File: config.mk
export PLATFORM = sky130hd
export DESIGN_NAME = alu_sequencer
export DESIGN_NICKNAME = d
export VERILOG_FILES = /design/src/rtl/alu_seq_pkg.sv /design/src/rtl/alu_seq_cc_cond_eval.sv /design/src/rtl/alu_sequencer.sv
export SDC_FILE = /design/constraint.sdc
export NUM_CORES = 1
export LEC_CHECK = 0
export BUFFER_PORTS_ARGS = -buffer_cell sky130_fd_sc_hd__buf_2
export CORE_MARGIN = 1
export CORE_UTILIZATION = 49
export CTS_BUF_LIST = sky130_fd_sc_hd__clkbuf_8
export CTS_CLUSTER_DIAMETER = 50
export DETAILED_ROUTE_END_ITERATION = 10
export PLACE_DENSITY_LB_ADDON = 0.2
export SLEW_MARGIN = 20
export SYNTH_ARGS = -nofsm -noshare
export SYNTH_HDL_FRONTEND = slang
export SYNTH_SLANG_ARGS = --single-unit
File: constraint.sdc
create_clock -name CLK -period 2.4 [get_ports CLK]
set_input_delay 0.24 -clock CLK [delete_from_list [all_inputs] [get_ports CLK]]
set_output_delay 0.24 -clock CLK [all_outputs]
set_load 0.01 [all_outputs]
File: src/rtl/alu_seq_pkg.sv
// Shared encodings for the ALU issue sequencer: FSM states, predicate selects
// and condition-code bit positions.
package alu_seq_pkg;

  typedef enum logic [1:0] {
    ST_IDLE  = 2'd0,
    ST_ISSUE = 2'd1,
    ST_WAIT  = 2'd2,
    ST_RESP  = 2'd3
  } state_t;

  localparam logic [2:0] COND_ALWAYS = 3'd0;
  localparam logic [2:0] COND_Z      = 3'd1;
  localparam logic [2:0] COND_NZ     = 3'd2;
  localparam logic [2:0] COND_C      = 3'd3;
  localparam logic [2:0] COND_NC     = 3'd4;
  localparam logic [2:0] COND_S      = 3'd5;
  localparam logic [2:0] COND_NS     = 3'd6;
  localparam logic [2:0] COND_P      = 3'd7;

  localparam int CC_SIGN   = 0;
  localparam int CC_CARRY  = 1;
  localparam int CC_ZERO   = 2;
  localparam int CC_PARITY = 3;

endpackage

File: src/rtl/alu_seq_cc_cond_eval.sv
// Condition-code predicate: pass is high when cc satisfies the selected condition.
// Purely combinational so branch logic can share it.
module cc_cond_eval
  import alu_seq_pkg::*;
(
  input  logic [3:0] cc,
  input  logic [2:0] cond,
  output logic       pass
);

  always_comb begin
    pass = 1'b1;
    case (cond)
      COND_ALWAYS: pass = 1'b1;
      COND_Z:      pass = cc[CC_ZERO];
      COND_NZ:     pass = !cc[CC_ZERO];
      COND_C:      pass = cc[CC_CARRY];
      COND_NC:     pass = !cc[CC_CARRY];
      COND_S:      pass = cc[CC_SIGN];
      COND_NS:     pass = !cc[CC_SIGN];
      COND_P:      pass = cc[CC_PARITY];
      default:     pass = 1'b1;
    endcase
  end

endmodule

File: src/rtl/alu_sequencer.sv
// Issue-side ALU controller: accepts a request, optionally predicates it on the
// current flags, iterates the op REPEAT+1 times feeding the result back into A.
module alu_sequencer
  import alu_seq_pkg::*;
#(
  parameter int WIDTH = 16,
  parameter int CNT_W = 4
) (
  input  logic             CLK,
  input  logic             RESET,
  input  logic             REQ_VALID,
  output logic             REQ_READY,
  input  logic [3:0]       REQ_OP,
  input  logic [WIDTH-1:0] REQ_A,
  input  logic [WIDTH-1:0] REQ_B,
  input  logic             REQ_SETCC,
  input  logic [2:0]       REQ_COND,
  input  logic [CNT_W-1:0] REQ_REPEAT,
  output logic [WIDTH-1:0] ARGA,
  output logic [WIDTH-1:0] ARGB,
  output logic [3:0]       ALU_OPX,
  output logic             ALU_LD,
  output logic             CCL_LD,
  input  logic [WIDTH-1:0] ALU_R,
  input  logic [3:0]       CCN,
  output logic             RSP_VALID,
  input  logic             RSP_READY,
  output logic [WIDTH-1:0] RSP_R,
  output logic [3:0]       RSP_CC,
  output logic             RSP_SKIP
);

  localparam logic [CNT_W-1:0] CNT_ONE = {{(CNT_W-1){1'b0}}, 1'b1};

  state_t           state, state_nxt;
  logic [WIDTH-1:0] a_reg, b_reg;
  logic [3:0]       op_reg, cc_reg;
  logic [CNT_W-1:0] cnt;
  logic             setcc_reg, skip_reg;
  logic             pass, accept;

  cc_cond_eval u_cond (
    .cc   (CCN),
    .cond (REQ_COND),
    .pass (pass)
  );

  assign REQ_READY = (state == ST_IDLE) && !RESET;
  assign accept    = REQ_VALID && REQ_READY;

  // Operands go straight from the holding registers, so they are stable all ISSUE.
  assign ARGA     = a_reg;
  assign ARGB     = b_reg;
  assign ALU_OPX  = op_reg;
  assign RSP_R    = a_reg;
  assign RSP_CC   = cc_reg;
  assign RSP_SKIP = skip_reg;

  always_comb begin
    state_nxt = state;
    ALU_LD    = 1'b0;
    CCL_LD    = 1'b0;
    RSP_VALID = 1'b0;
    case (state)
      ST_IDLE:  if (accept) state_nxt = pass ? ST_ISSUE : ST_RESP;
      ST_ISSUE: begin
        ALU_LD    = 1'b1;
        CCL_LD    = setcc_reg;
        state_nxt = ST_WAIT;
      end
      ST_WAIT:  state_nxt = (cnt == '0) ? ST_RESP : ST_ISSUE;
      ST_RESP: begin
        RSP_VALID = 1'b1;
        if (RSP_READY) state_nxt = ST_IDLE;
      end
      default:  state_nxt = ST_IDLE;
    endcase
  end

  always_ff @(posedge CLK) begin
    if (RESET) begin
      state     <= ST_IDLE;
      a_reg     <= '0;
      b_reg     <= '0;
      op_reg    <= '0;
      cc_reg    <= '0;
      cnt       <= '0;
      setcc_reg <= 1'b0;
      skip_reg  <= 1'b0;
    end else begin
      state <= state_nxt;
      case (state)
        ST_IDLE: if (accept) begin
          a_reg     <= REQ_A;
          b_reg     <= REQ_B;
          op_reg    <= REQ_OP;
          setcc_reg <= REQ_SETCC;
          cnt       <= REQ_REPEAT;
          skip_reg  <= !pass;
          cc_reg    <= CCN;
        end
        ST_WAIT: begin
          a_reg <= ALU_R;
          // Flags are snapshotted on the way into RESP so the response holds steady.
          if (cnt == '0) cc_reg <= CCN;
          else           cnt    <= cnt - CNT_ONE;
        end
        ST_RESP: if (RSP_READY) skip_reg <= 1'b0;
        default: ;
      endcase
    end
  end

endmodule

==> impl_metrics.json <==
{
  "multi_input_area_um2": 1080,
  "die_w_um": 70.1,
  "post-cts-setup-buffer-count": 0,
  "power_leakage_nw": 1.40,
  "drt_iter0_markers": 127,
  "fin_worst_skew_ps": 9.14,
  "cts_sinks": 48,
  "antenna_found_initial": 0,
  "r2r_start": "state[1]",
  "status": "finished clean",
  "vias": 2227,
  "initial_core_util_pct": 51.4,
  "area_growth_pct": 27.5,
  "ctsHoldBuffers": 0,
  "tns_ps": 0,
  "cp.required_ps": 2570,
  "maxSlewViolCount": 0,
  "clk-insertion-delay-late_ps": 290,
  "cts_tree": "done",
  "antennaDiodeCount": 0,
  "worst_ep_arrival_time_ps": 1960,
  "hold_viol_final": 0,
  "slew_headroom_pct": 59.2,
  "final_design_area_no_fill_um2": 2890,
  "cts_buffers": 5,
  "stdcell_count": 439,
  "synth.distinct_cells": 37,
  "firstDrtPassIters": 4,
  "dominantRegCellSynth": "dfxtp_1",
  "critPathLaunchType": "flop",
  "reg2reg_to": "cnt[3]",
  "crit_end": "cnt[3]",
  "place_inst": 431,
  "synth_area_um2": 2270,
  "dieArea_um2": 4910,
  "dp_hpwl_mm": 3.78,
  "fin_util_pct": 65.5,
  "cts-resized-gates": 0,
  "synth_enable_flop_cells": 0,
  "netlist_instances": 282,
  "r2r_setup_slack_ps": 610,
  "rows": 24,
  "hold_class": "in -> reg",
  "seq_area_frac_synth_pct": 42.3,
  "yosysMostFrequentCell": "nand2_1",
  "place_congestion": 0.772,
  "yosys-top-cells-count": "nand2_1, dfxtp_1, o21ai_0",
  "drv_cap": 0,
  "setup_viol": 0,
  "drc": 0,
  "io_buffers": 128,
  "drtAntennaViolNets": 0,
  "rr_worst_depth": 3,
  "grt_util_all_layers_pct": 21.6,
  "grt_pass1_wl_mm": 8.70,
  "crit_path_end_kind": "flop",
  "synth-seq-cells": 48,
  "routedWlPerCell_um": 11.9,
  "path_clk_slew_ps": 90,
  "placed_cell_area_um2": 2810,
  "synth.net_count": 351,
  "yosysTopAreaCell": "dfxtp_1",
  "grt_overflow": 0,
  "synthArstFlopShare_pct": 0,
  "syn_avg_cell_area_um2": 8.05,
  "fillers": 412,
  "core_area_um2": 4410,
  "synth_area_leaders": "dfxtp_1, nand2_1, nand2b_1, a311oi_1, o21ai_0",
  "io_pins": 129,
  "yosys.area.top_type_share_pct": 42.3,
  "power_per_cell_area_nw_per_um2": 683,
  "path_max_fanout": 18,
  "ys_warn_count": 0,
  "die_h_um": 70.1,
  "htreeDepth": 2,
  "min_period_over_period_pct": 74.5,
  "seq_area_um2": 961,
  "max_freq_mhz": 559,
  "cp-startpoint": "state[1]",
  "cts_root_buf": "clkbuf_8",
  "grt_start_max_net_pins": 41,
  "final_nets": 455,
  "worst_pin_slew_ps": 612,
  "period_needed_ps": 1790,
  "drive_above_1_share_pct": 38.0,
  "max-clock-path-buffers": 2,
  "wirelength_mm": 5.24,
  "ir_worst_vdd_uv": 384,
  "grt_pass1_vias": 2047,
  "grt_setup_unrepaired": "false",
  "viasPerCell": 5.07,
  "path_class": "reg -> reg"
}
[logic make-up after synthesis]
family / count (synthesis) / share of synthesized area, %
muxes: 8 / 3.64
DFF: 48 / 42.3
xor gates and xnor gates: 1 / 0.386
and+or+nand+nor: 121 / 24.9
AOI/OAI and AO/OA: 61 / 18.1
buffers and inverters: 42 / 10.0
adders and majority gates: 1 / 0.551
[routing by layer]
layer / global-route usage (%) / up-vias / wire length (um)
met2: 38.4 / 79 / 2550
li1: - / 1143 / -
met4: 5.56 / 0 / 15
met3: 6.06 / 2 / 358
met5: 0 / - / 0
met1: 25.3 / 1003 / 2310
[metrics by stage]
step | hold WS [ps] | worst slack, ps | power [mW]
CTS | 128 | 557 | 2.00
global route | 124 | 453 | 2.11
detailed placement | 438 | 596 | 1.54
finish | 134 | 612 | 1.97
global placement | 432 | 677 | 1.53
floorplan | 349 | 988 | 1.36
[report_power, final]
group	leakage, nW	switching, mW	internal (mW)
Clock	0.0507	0.258	0.200
Sequential	0.395	0.0727	0.895
Combinational	0.952	0.298	0.251
[cell type report]
type	count	share of cell area [%]
Clock inverter	3	0.562
Multi-Input combinational cell	192	37.4
Tap cell	52	2.25
Clock buffer	5	2.38
Timing Repair Buffer	133	23.4
Sequential cell	48	33.2
Inverter	6	0.779
[worst max-delay path, cell delays in order, from the launching register on]
cell	delay (ps)
dfxtp_1	620
or3_1	590
nor2_1	80
a2111oi_1	380
[worst min-delay path by stage]
stage | from | to | slack, ps | cells after the start
final | REQ_B[11] | ARGB[11] | 130 | 3
after global routing | REQ_B[15] | ARGB[15] | 120 | 3
after CTS | REQ_B[11] | ARGB[11] | 130 | 3
after detailed placement | REQ_B[15] | ARGB[15] | 440 | 3
after global placement | REQ_B[6] | ARGB[6] | 430 | 3
after floorplan | REQ_OP[0] | ALU_OPX[0] | 350 | 2
[placed cells by master (no fill, tap or decap), types with 2 or more instances in the layout]
master and count:
buf_2 128, nand2_1 59, dfxtp_1 48, o21ai_0 25, nand2b_1 23, nor2_1 23
a311oi_1 16, inv_1 8, mux2i_1 6, a21oi_1 6, clkbuf_8 5, buf_4 5
nor2b_1 3, nor3_1 3, and2_1 2, mux2_2 2, or2_2 2, a2111oi_0 2
a31o_2 2, a221oi_1 2
Note: power is estimated with default switching activity, not from simulation.
